**config.mk**
```make
export PLATFORM = sky130hd
export DESIGN_NAME = spi_flash_sequencer
export DESIGN_NICKNAME = d
export VERILOG_FILES = /design/src/rtl/spi_flash_sequencer.sv
export SDC_FILE = /design/constraint.sdc
export NUM_CORES = 1
export LEC_CHECK = 0
export CAP_MARGIN = 20
export CORE_ASPECT_RATIO = 1.5
export CORE_UTILIZATION = 51
export DETAILED_ROUTE_END_ITERATION = 12
export GPL_ROUTABILITY_DRIVEN = 0
export PLACE_DENSITY = 0.8
export SLEW_MARGIN = 20
export SYNTH_ARGS = -nofsm -noshare
export SYNTH_HDL_FRONTEND = slang
export SYNTH_SLANG_ARGS = --single-unit
```
**constraint.sdc**
```tcl
create_clock -name FastClk -period 2.61 [get_ports FastClk]
set_input_delay 0.522 -clock FastClk [delete_from_list [all_inputs] [get_ports FastClk]]
set_output_delay 0.522 -clock FastClk [all_outputs]
set_load 0.02 [all_outputs]
```
**src/rtl/spi_flash_sequencer.sv**
```systemverilog
// ============================================================================
// Module      : spi_flash_sequencer
// Description : Sequences a SPI flash READ: loads command+address into the TX
//               buffer, runs the command and data phases, reports completion.
// Revision    : 1.0 - initial release
// ============================================================================
`default_nettype none

module spi_flash_sequencer #(
    parameter logic [7:0] READ_CMD = 8'h03,
    parameter int         TIMEOUT  = 65535
) (
    input  logic        FastClk,
    input  logic        Reset,
    input  logic        Start,
    input  logic        Abort,
    input  logic [23:0] Addr,
    input  logic [8:0]  Len,
    output logic        Busy,
    output logic        Done,
    output logic        Error,
    output logic        SpiStart,
    output logic [1:0]  SpiMode,
    output logic [8:0]  SpiLen,
    output logic        SpiCsLow,
    input  logic        SpiBusy,
    output logic        TxWe,
    output logic [8:0]  TxAddr,
    output logic [7:0]  TxData
);

    localparam int              TW         = $clog2(TIMEOUT + 1);
    localparam logic [TW-1:0]   C_TMO_LAST = TW'(TIMEOUT - 1);

    typedef enum logic [2:0] {
        S_IDLE  = 3'd0,
        S_LOAD  = 3'd1,
        S_CMD   = 3'd2,
        S_WAITC = 3'd3,
        S_DATA  = 3'd4,
        S_WAITD = 3'd5,
        S_FIN   = 3'd6
    } state_t;

    state_t          r_state;
    logic [23:0]     r_addr;
    logic [8:0]      r_len;
    logic [1:0]      r_byte;
    logic [TW-1:0]   r_tmo;
    logic            r_busy;
    logic            r_done;
    logic            r_error;
    logic            r_spi_start;
    logic [1:0]      r_spi_mode;
    logic [8:0]      r_spi_len;
    logic            r_cs;
    logic            r_tx_we;
    logic [8:0]      r_tx_addr;
    logic [7:0]      r_tx_data;

    always_ff @(posedge FastClk) begin
        if (Reset) begin
            r_state     <= S_IDLE;
            r_addr      <= '0;
            r_len       <= '0;
            r_byte      <= '0;
            r_tmo       <= '0;
            r_busy      <= 1'b0;
            r_done      <= 1'b0;
            r_error     <= 1'b0;
            r_spi_start <= 1'b0;
            r_spi_mode  <= '0;
            r_spi_len   <= '0;
            r_cs        <= 1'b0;
            r_tx_we     <= 1'b0;
            r_tx_addr   <= '0;
            r_tx_data   <= '0;
        end else begin
            // Pulses and per-transfer fields default low every cycle.
            r_done      <= 1'b0;
            r_spi_start <= 1'b0;
            r_spi_mode  <= '0;
            r_spi_len   <= '0;
            r_tx_we     <= 1'b0;
            r_tx_addr   <= '0;
            r_tx_data   <= '0;

            if (Abort && r_state != S_IDLE && r_state != S_FIN) begin
                r_state <= S_FIN;
                r_cs    <= 1'b0;
                r_done  <= 1'b1;
            end else begin
                case (r_state)
                    S_IDLE: begin
                        if (Start) begin
                            r_addr    <= Addr;
                            r_len     <= Len;
                            r_error   <= 1'b0;
                            r_busy    <= 1'b1;
                            r_cs      <= 1'b1;
                            r_byte    <= 2'd0;
                            r_tx_we   <= 1'b1;
                            r_tx_addr <= 9'd0;
                            r_tx_data <= READ_CMD;
                            r_state   <= S_LOAD;
                        end
                    end
                    S_LOAD: begin
                        if (r_byte == 2'd3) begin
                            r_spi_start <= 1'b1;
                            r_spi_mode  <= 2'd1;
                            r_spi_len   <= 9'd3;
                            r_state     <= S_CMD;
                        end else begin
                            r_byte    <= r_byte + 2'd1;
                            r_tx_we   <= 1'b1;
                            r_tx_addr <= {7'd0, r_byte} + 9'd1;
                            case (r_byte)
                                2'd0:    r_tx_data <= r_addr[23:16];
                                2'd1:    r_tx_data <= r_addr[15:8];
                                default: r_tx_data <= r_addr[7:0];
                            endcase
                        end
                    end
                    S_CMD: begin
                        r_tmo   <= '0;
                        r_state <= S_WAITC;
                    end
                    S_WAITC, S_WAITD: begin
                        // r_tmo==0 is the cycle right after SpiStart; the engine
                        // may not have raised SpiBusy yet.
                        if (r_tmo != '0 && !SpiBusy) begin
                            if (r_state == S_WAITC) begin
                                r_spi_start <= 1'b1;
                                r_spi_mode  <= 2'd3;
                                r_spi_len   <= r_len - 9'd1;
                                r_state     <= S_DATA;
                            end else begin
                                r_cs    <= 1'b0;
                                r_done  <= 1'b1;
                                r_state <= S_FIN;
                            end
                        end else if (r_tmo == C_TMO_LAST) begin
                            r_error <= 1'b1;
                            r_cs    <= 1'b0;
                            r_done  <= 1'b1;
                            r_state <= S_FIN;
                        end else begin
                            r_tmo <= r_tmo + 1'b1;
                        end
                    end
                    S_DATA: begin
                        r_tmo   <= '0;
                        r_state <= S_WAITD;
                    end
                    S_FIN: begin
                        r_busy  <= 1'b0;
                        r_state <= S_IDLE;
                    end
                    default: begin
                        r_busy  <= 1'b0;
                        r_cs    <= 1'b0;
                        r_state <= S_IDLE;
                    end
                endcase
            end
        end
    end

    assign Busy     = r_busy;
    assign Done     = r_done;
    assign Error    = r_error;
    assign SpiStart = r_spi_start;
    assign SpiMode  = r_spi_mode;
    assign SpiLen   = r_spi_len;
    assign SpiCsLow = r_cs;
    assign TxWe     = r_tx_we;
    assign TxAddr   = r_tx_addr;
    assign TxData   = r_tx_data;

endmodule

`default_nettype wire

```
# Word level (Yosys, flattened, before mapping)
# Index checks and enable logic that the tools add are counted.
# classes
n_eq_ne,21
muxes,47
n_addsub,4
bitwise,4
reduce_logical,25
# ops
operator,count
$mux W16,2
$pmux W16 S2,1
$pmux W8 S2,2
$mux W1,18
$mux W9,2
$pmux W9 S2,1
$add A16 B1 Y16 const B,1
$eq A16 B16 Y1 const B,1
$reduce_bool A16 Y1,1
$mux W3,5
$ne A3 B3 Y1 const B,5
$pmux W3 S5,1
$mux W2,7
$ne A2 B2 Y1 const B,6
$reduce_and A3 Y1,4
$reduce_and A4 Y1,3
$eq A3 B3 Y1 const B,3
$sub A9 B1 Y9 const B,1
$mux W8,1
$pmux W1 S2,4
$pmux W2 S2,2
$reduce_or A4 Y1,2
$eq A3 B2 Y1 const B,2
$reduce_bool A2 Y1,3
16 further kinds,23
# totals
regBits,88
inputBits,38
wordCells,117
out_inout_bits,34

# Logic depth before layout (Yosys ltp)
# Gate-level depths: netlist of the first run.
# depth
word_depth,5
mapped_depth,8

# Least setup slack after synthesis of the first run
# OpenSTA, ideal clock, no wires.
# synth_timing
path_kind,input-to-reg
start,input port Abort
end,register r_tmo[7]
required_time_ns,2.551
t_arrival_ns,1.921
path_stages,5
setup_slack_ns,0.630
setup_ns,0.059
path_cell_list,or4_1 -> buf_2 -> or3_1 -> or4_1 -> nand2_1
# synth_via
elab_chain_cells,4
# synth_rtl
item,line,rtl
start: declaration,16,"input logic Abort,"
$logic_and A1 B1 Y1 (2 in series),88,if (Abort && r_state != S_IDLE && r_state != S_FIN) begin
$not A1 Y1 (no line),-,
$reduce_and A4 Y1 (no line),-,
end signal: assignment,149,r_tmo <= r_tmo + 1'b1;
end: declaration,49,logic [TW-1:0] r_tmo;
# No other way between the ends.
# A chain may end at the register's enable or synchronous reset.

# Worst setup path after layout of the first run
# layout_timing
start,register r_tmo[0]
end,register r_tmo[9]
# layout_via
elab_chain_cells,4
word_cells_on_any_way,10
# layout_rtl
item,line
$add A16 B1 Y16 / $reduce_bool A16 Y1 (equally long branches),"149, 132"
$mux W16 / $logic_and A1 B1 Y1 (equally long branches),"143, 132"
$mux W16 / $ne A2 B2 Y1 (equally long branches),-
$pmux W16 S2 / $reduce_and A4 Y1 (equally long branches),-
# Several ways; a longest one is shown, not always the timed one. The select of a mux whose other input is x is not followed.

==> results of run 1 <==
-- metal layers --
| layer | global-route usage [%] | share of wire, % |
|---|---|---|
| met5 | 0 | 0 |
| met4 | 12.43 | 3.2 |
| met3 | 3.988 | 4.4 |
| met2 | 41.40 | 52 |
| met1 | 25.68 | 40 |
-- cell usage in the layout, fill, tap and decap left out, drive strengths merged, types with 2 or more instances in the layout --
| master | Yosys | layout |
|---|---|---|
| a21o | 3 | 3 |
| conb | 1 | 7 |
| nand2 | 90 | 90 |
| nand4 | 9 | 9 |
| nor2 | 31 | 31 |
| o21ai | 11 | 11 |
| xor2 | 2 | 2 |
| a211oi | 2 | 2 |
| a21oi | 62 | 62 |
| nand3 | 4 | 4 |
| clkdlybuf4s50 | 0 | 65 |
| ha | 7 | 7 |
| inv | 14 | 18 |
| and2 | 2 | 2 |
| buf | 13 | 12 |
| or2 | 2 | 2 |
| or4 | 9 | 9 |
| a41oi | 2 | 2 |
| clkbuf | 20 | 10 |
| nor4b | 2 | 2 |
| xnor2 | 13 | 13 |
| dfxtp | 81 | 81 |
| nor4 | 11 | 11 |
| nor3 | 8 | 8 |
| or3 | 7 | 7 |
| o31ai | 4 | 4 |
| nor2b | 2 | 2 |
| and4 | 2 | 2 |
| a22oi | 7 | 7 |
| nand4b | 2 | 2 |
-- worst max-delay path, stage by stage, from the launching register on --
cell     delay [ns]
dfxtp_1        0.32
inv_1          0.13
ha_1           0.17
nand3_1        0.14
or4_1          0.60
a21oi_2        0.51
o21ai_0        0.20
a21oi_1        0.14
-- power groups by stage --
stage	sequential (W)	combinational [W]	clock, W
floorplan	0.00143	0.000426	0
global placement	0.00144	0.000612	0
detailed placement	0.00144	0.000626	0
CTS	0.00142	0.000632	0.000971
global route	0.00143	0.000699	0.00102
finish	0.00142	0.000633	0.000955
-- area by class of cell --
type                            instances  area share (%)
Tap cell                               76           2.150
Clock buffer                           10           3.112
Sequential cell                        81           36.66
Multi-Input combinational cell        312           38.50
Inverter                               14           1.188
Timing Repair Buffer                   77           16.75
Clock inverter                          6           1.641
-- per-stage QoR --
| stage | std cells | setup slack [ns] | hold slack, ns |
|---|---|---|---|
| finish | 576 | 0.3212 | 0.4571 |
| global route | 576 | 0.08400 | 0.4798 |
| CTS | 576 | 0.3095 | 0.4595 |
| detailed placement | 560 | 0.09415 | 0.4482 |
| global placement | 560 | 0.1459 | 0.4416 |
| floorplan | 440 | 0.6302 | 0.4360 |
-- cells by family after synthesis --
kind of cell	after synthesis	share of synthesized area, %
AOI/OAI and AO/OA	101	16.87
xor gates and xnor gates	15	3.745
adders and majority gates	7	2.496
buffers and inverters	47	5.955
DFF	81	46.22
muxes	1	0.2853
other	1	0.1069
and+or+nand+nor	181	24.32
-- path summary, 6_finish.rpt --
check	endpoint	slack (ns)	depth (start not counted)
min	r_addr[23]$_SDFFE_PP0P_	0.46	2
min reg2reg	r_addr[23]$_SDFFE_PP0P_	0.46	2
max reg2reg	r_tmo[9]$_SDFFE_PP0P_	0.32	7
max	r_tmo[9]$_SDFFE_PP0P_	0.32	7
-- registers in the layout, indices dropped and copies added (netlist names), 2 cells and up --
name,count
TxAddr,3
SpiLen,9
r_len,9
SpiMode,2
r_addr,24
r_byte,2
r_tmo,16
TxData,8
r_state,3
==> flow_summary.yaml, run 1 <==
route:
  vias_per_cell: 5.531
  postRouteAntennaNets: 0
  wl_per_cell_um: 14.31
  drt_iter0_drc: 233
  routed_wl_um: 8244
  num_vias: 3186
  drc: 0
  first_pass_iters: 4
finish:
  area_growth_pct: 26.07
  antennaDiodeCount: 0
  num-fill-cells: 582
  finalInstanceArea_um2: 4423
  final_core_util_pct: 67.26
  final_layout_size_suffix_gt1_share_pct: 6.800
  seq_area_um2: 1622
  nets: 540
  multiInputGateArea_um2: 1703
sta:
  worst_pin_slew_ns: 0.5867
  finalSetupTns_ns: 0
  period_needed_ns: 2.289
  hold_viol_final: 0
  rsz0062_at_grt: "false"
  max_clock_freq_ghz: 0.4369
  setup_viol: 0
  finalCritPeriodShare_pct: 87.69
  slew_headroom_pct: 60.88
  skew_ns: 0.01329
  finalMaxSlewViolations: 0
clock_tree:
  postCtsHoldBufs: 0
  cts_tree: "built"
  cts_buffer_depth: 2
  clkLatencyLatePin_ns: 0.36
  ctsResizeCount: 0
  htreeDepth: 3
  cts_setup_buffers: 0
  root_buffer: "clkbuf_8"
  numCtsBuffers: 9
  clkSinkCount: 81
  path_clk_slew_ns: 0.08
die:
  core_um2: 6576
  num_io_pins: 72
  die_w_um: 69.72
  rows: 36
  initial_utilization_pct: 53.35
  die_h_um: 103.6
  die_area_um2: 7222
placement:
  dp_hpwl_um: 5840
  place_area_um2: 4213
  port_buffers: 65
critical_path:
  cp-start-kind: "register"
  required_ns: 2.90
  reg2reg_from: "r_tmo[0]$_SDFFE_PP0P_"
  crit_fanout: 15
  arrival_ns: 2.58
  timing_worst_setup_path_type: "reg2reg"
  worstSetupStartpoint: "r_tmo[0]$_SDFFE_PP0P_"
  critPathCaptureType: "register"
global_route:
  grt_pass1_vias: 3107
  antenna_found_initial: 0
  overflow: 0
  track_usage_pct: 23.17
  grt_pass1_wl_um: 13640
  grt_max_degree: 47
yosys:
  synth_area_leader_cell: "dfxtp_1"
  ys_seq_elements: 81
  synthDistinctLibCells: 45
  yosysMostFrequentCell: "nand2_1"
  synth_ff_type: "dfxtp_1"
  yosys_warnings: 0
  ys_seq_area_share_pct: 46.22
  syn-cell-area_um2: 3508
  synth_top_area_share_pct: 46.22
  synth.avg_cell_area_um2: 8.084
  synth-edff-count: 0
  synthTopCellsByArea: "dfxtp_1, nand2_1, a21oi_1"
  synthArstFlopShare_pct: 0
  synthTopCellsByCount: "nand2_1, dfxtp_1, a21oi_1, nor2_1, clkbuf_1"
  syn_inst: 434
pwr:
  total_power_w: 0.003007
  p_per_area_nw_per_um2: 679.7
  pwr-share-seq_pct: 47.2
  p_switching_w: 0.0009188
  comb_power_share_pct: 21.0
  power.internal_w: 0.002088
  swShare_pct: 30.56
  irDropWorstVdd_mv: 0.3461
  leakage_nw: 1.594
  clkPwrFrac_pct: 31.8
worst_hold_path:
  hold_class: "reg2reg"
  min_from: "r_addr[23]$_SDFFE_PP0P_"
flow_run:
  cap_viol_max_count: 0
status:
  status: "finished clean"
(Power assumes the default switching activity.)
==> run 2, diff against run 1 <==
CORE_MARGIN = 1.5   (was unset)
RECOVER_POWER = 100   (was unset)
==> flow_summary.yaml, run 2 (synthesized netlist as in run 1, its figures left out) <==
route:
  routed_wl_um: 8340
  drt_iter0_drc: 241
  first_pass_iters: 5
  num_vias: 3225
  wl_per_cell_um: 14.45
  drc: 0
  vias_per_cell: 5.589
  postRouteAntennaNets: 0
sta:
  finalCritPeriodShare_pct: 89.76
  period_needed_ns: 2.343
  hold_viol_final: 0
  slew_headroom_pct: 45.57
  rsz0062_at_grt: "false"
  finalSetupTns_ns: 0
  max_clock_freq_ghz: 0.4269
  setup_viol: 0
  setup_ws_ns: 0.2673
  worst_pin_slew_ns: 0.8165
  finalMaxSlewViolations: 0
  skew_ns: 0.01327
finish:
  layout_commonest_cell: "nand2_1"
  num-fill-cells: 573
  seq_area_um2: 1622
  reg_top3: "r_addr: 24 flops, r_tmo: 16 flops"
  largest_register_ff_count: 24
  antennaDiodeCount: 0
  final_cell_mix: "nand2_1, dfxtp_1, a21oi_1, clkdlybuf4s50_1, nor2_1"
  area_growth_pct: 25.39
  largest_register: "r_addr"
  multiInputGateArea_um2: 1694
  final_layout_size_suffix_gt1_share_pct: 4.990
  nets: 542
  final_core_util_pct: 66.90
clock_tree:
  cts_buffer_depth: 2
  postCtsHoldBufs: 0
  clkLatencyLatePin_ns: 0.35
  htreeDepth: 3
  path_clk_slew_ns: 0.08
  numCtsBuffers: 9
  cts_setup_buffers: 0
  ctsResizeCount: 0
  cts_tree: "built"
  root_buffer: "clkbuf_8"
  clkSinkCount: 81
die:
  die_w_um: 70.72
  rows: 36
  initial_utilization_pct: 53.35
  core_um2: 6576
  num_io_pins: 72
  die_area_um2: 7396
  die_h_um: 104.6
critical_path:
  required_ns: 2.88
  arrival_ns: 2.61
  crit_top_cell: "clkbuf_1"
  r2r_setup_slack_ns: 0.33
  reg2reg_from: "r_tmo[0]$_SDFFE_PP0P_"
  timing_worst_setup_path_type: "in2reg"
  cp_slowest_cell: "dlygate4sd3_1"
  critPathCaptureType: "register"
  slowest_delay_ns: 0.55
  path_cells: "dlygate4sd3_1, clkbuf_1, and2_0, a211oi_1, clkbuf_1, nand2_1, or3_1, a21oi_1"
  crit_fanout: 12
  cp-start-kind: "input pin"
  worstSetupStartpoint: "Abort"
global_route:
  overflow: 0
  grt_pass1_wl_um: 13920
  grt_max_degree: 47
  antenna_found_initial: 0
  grt_pass1_vias: 3038
  track_usage_pct: 23.14
placement:
  dp_hpwl_um: 6010
  dp_slack_ns: 0.1022
  port_buffers: 65
flow_run:
  cap_viol_max_count: 0
pwr:
  p_per_area_nw_per_um2: 682.1
  irDropWorstVdd_mv: 0.3306
  leakage_nw: 1.659
worst_hold_path:
  min_from: "r_addr[19]$_SDFFE_PP0P_"
  hold_class: "reg2reg"
status:
  status: "finished clean"
## run 2: cell count changes in the layout (fill, tap and decap cells not counted), sizes merged
cell and delta:
buf -6, bufinv +1, clkinv +1, clkbuf +8, clkinvlp +1, dlygate4sd3 +29, clkdlybuf4s50 -29, inv -4
## run 2: through the flow
step | hold WS (ns) | instances | instance area (µm²) | total power, W
floorplan | 0.4360 | 440 | 3531 | 0.001857
CTS | 0.4571 | 577 | 4437 | 0.003039
global route | 0.4831 | 577 | 4399 | 0.003156
finish | 0.4582 | 577 | 4399 | 0.003001
detailed placement | 0.4464 | 562 | 4228 | 0.002080
global placement | 0.4423 | 562 | 4228 | 0.002066
## run 2: path summary, 6_finish.rpt
check,endpoint,cells after the start
worst max-delay path,SpiLen[0]$_SDFF_PP0_,8
worst min register to register,r_addr[19]$_SDFFE_PP0P_,2
worst min-delay path,r_addr[19]$_SDFFE_PP0P_,2
worst max register to register,r_tmo[2]$_SDFFE_PP0P_,7
## run 2: per-layer routing
layer / track usage, % / share of wire [%] / vias to the layer above
li1: - / - / 1613
met1: 26.53 / 39 / 1473
met2: 40.32 / 52 / 117
met3: 4.822 / 5.8 / 22
met4: 10.78 / 2.8 / 0
met5: 0 / 0 / -
## run 2: worst max-delay path: cells and delay by family
family,cells,cell delay (ns)
simple gates,3,0.66
buf+inv,3,0.99
compound gates,2,0.43
## run 2: final cells by class
cell class	instances	share of cell area, %
repair buffers	79	16.52
well taps	76	2.162
inverters	14	1.195
clock inverters	5	1.849
flip-flops and latches	81	36.86
clock buffers	10	2.901
multi-input cells	312	38.51
## run 2: report_power, final
part | switching, W | leakage [nW] | internal [W]
logic | 0.000366 | 0.897 | 0.000258
registers | 0.0000755 | 0.659 | 0.00133
clock network | 0.000436 | 0.102 | 0.000534
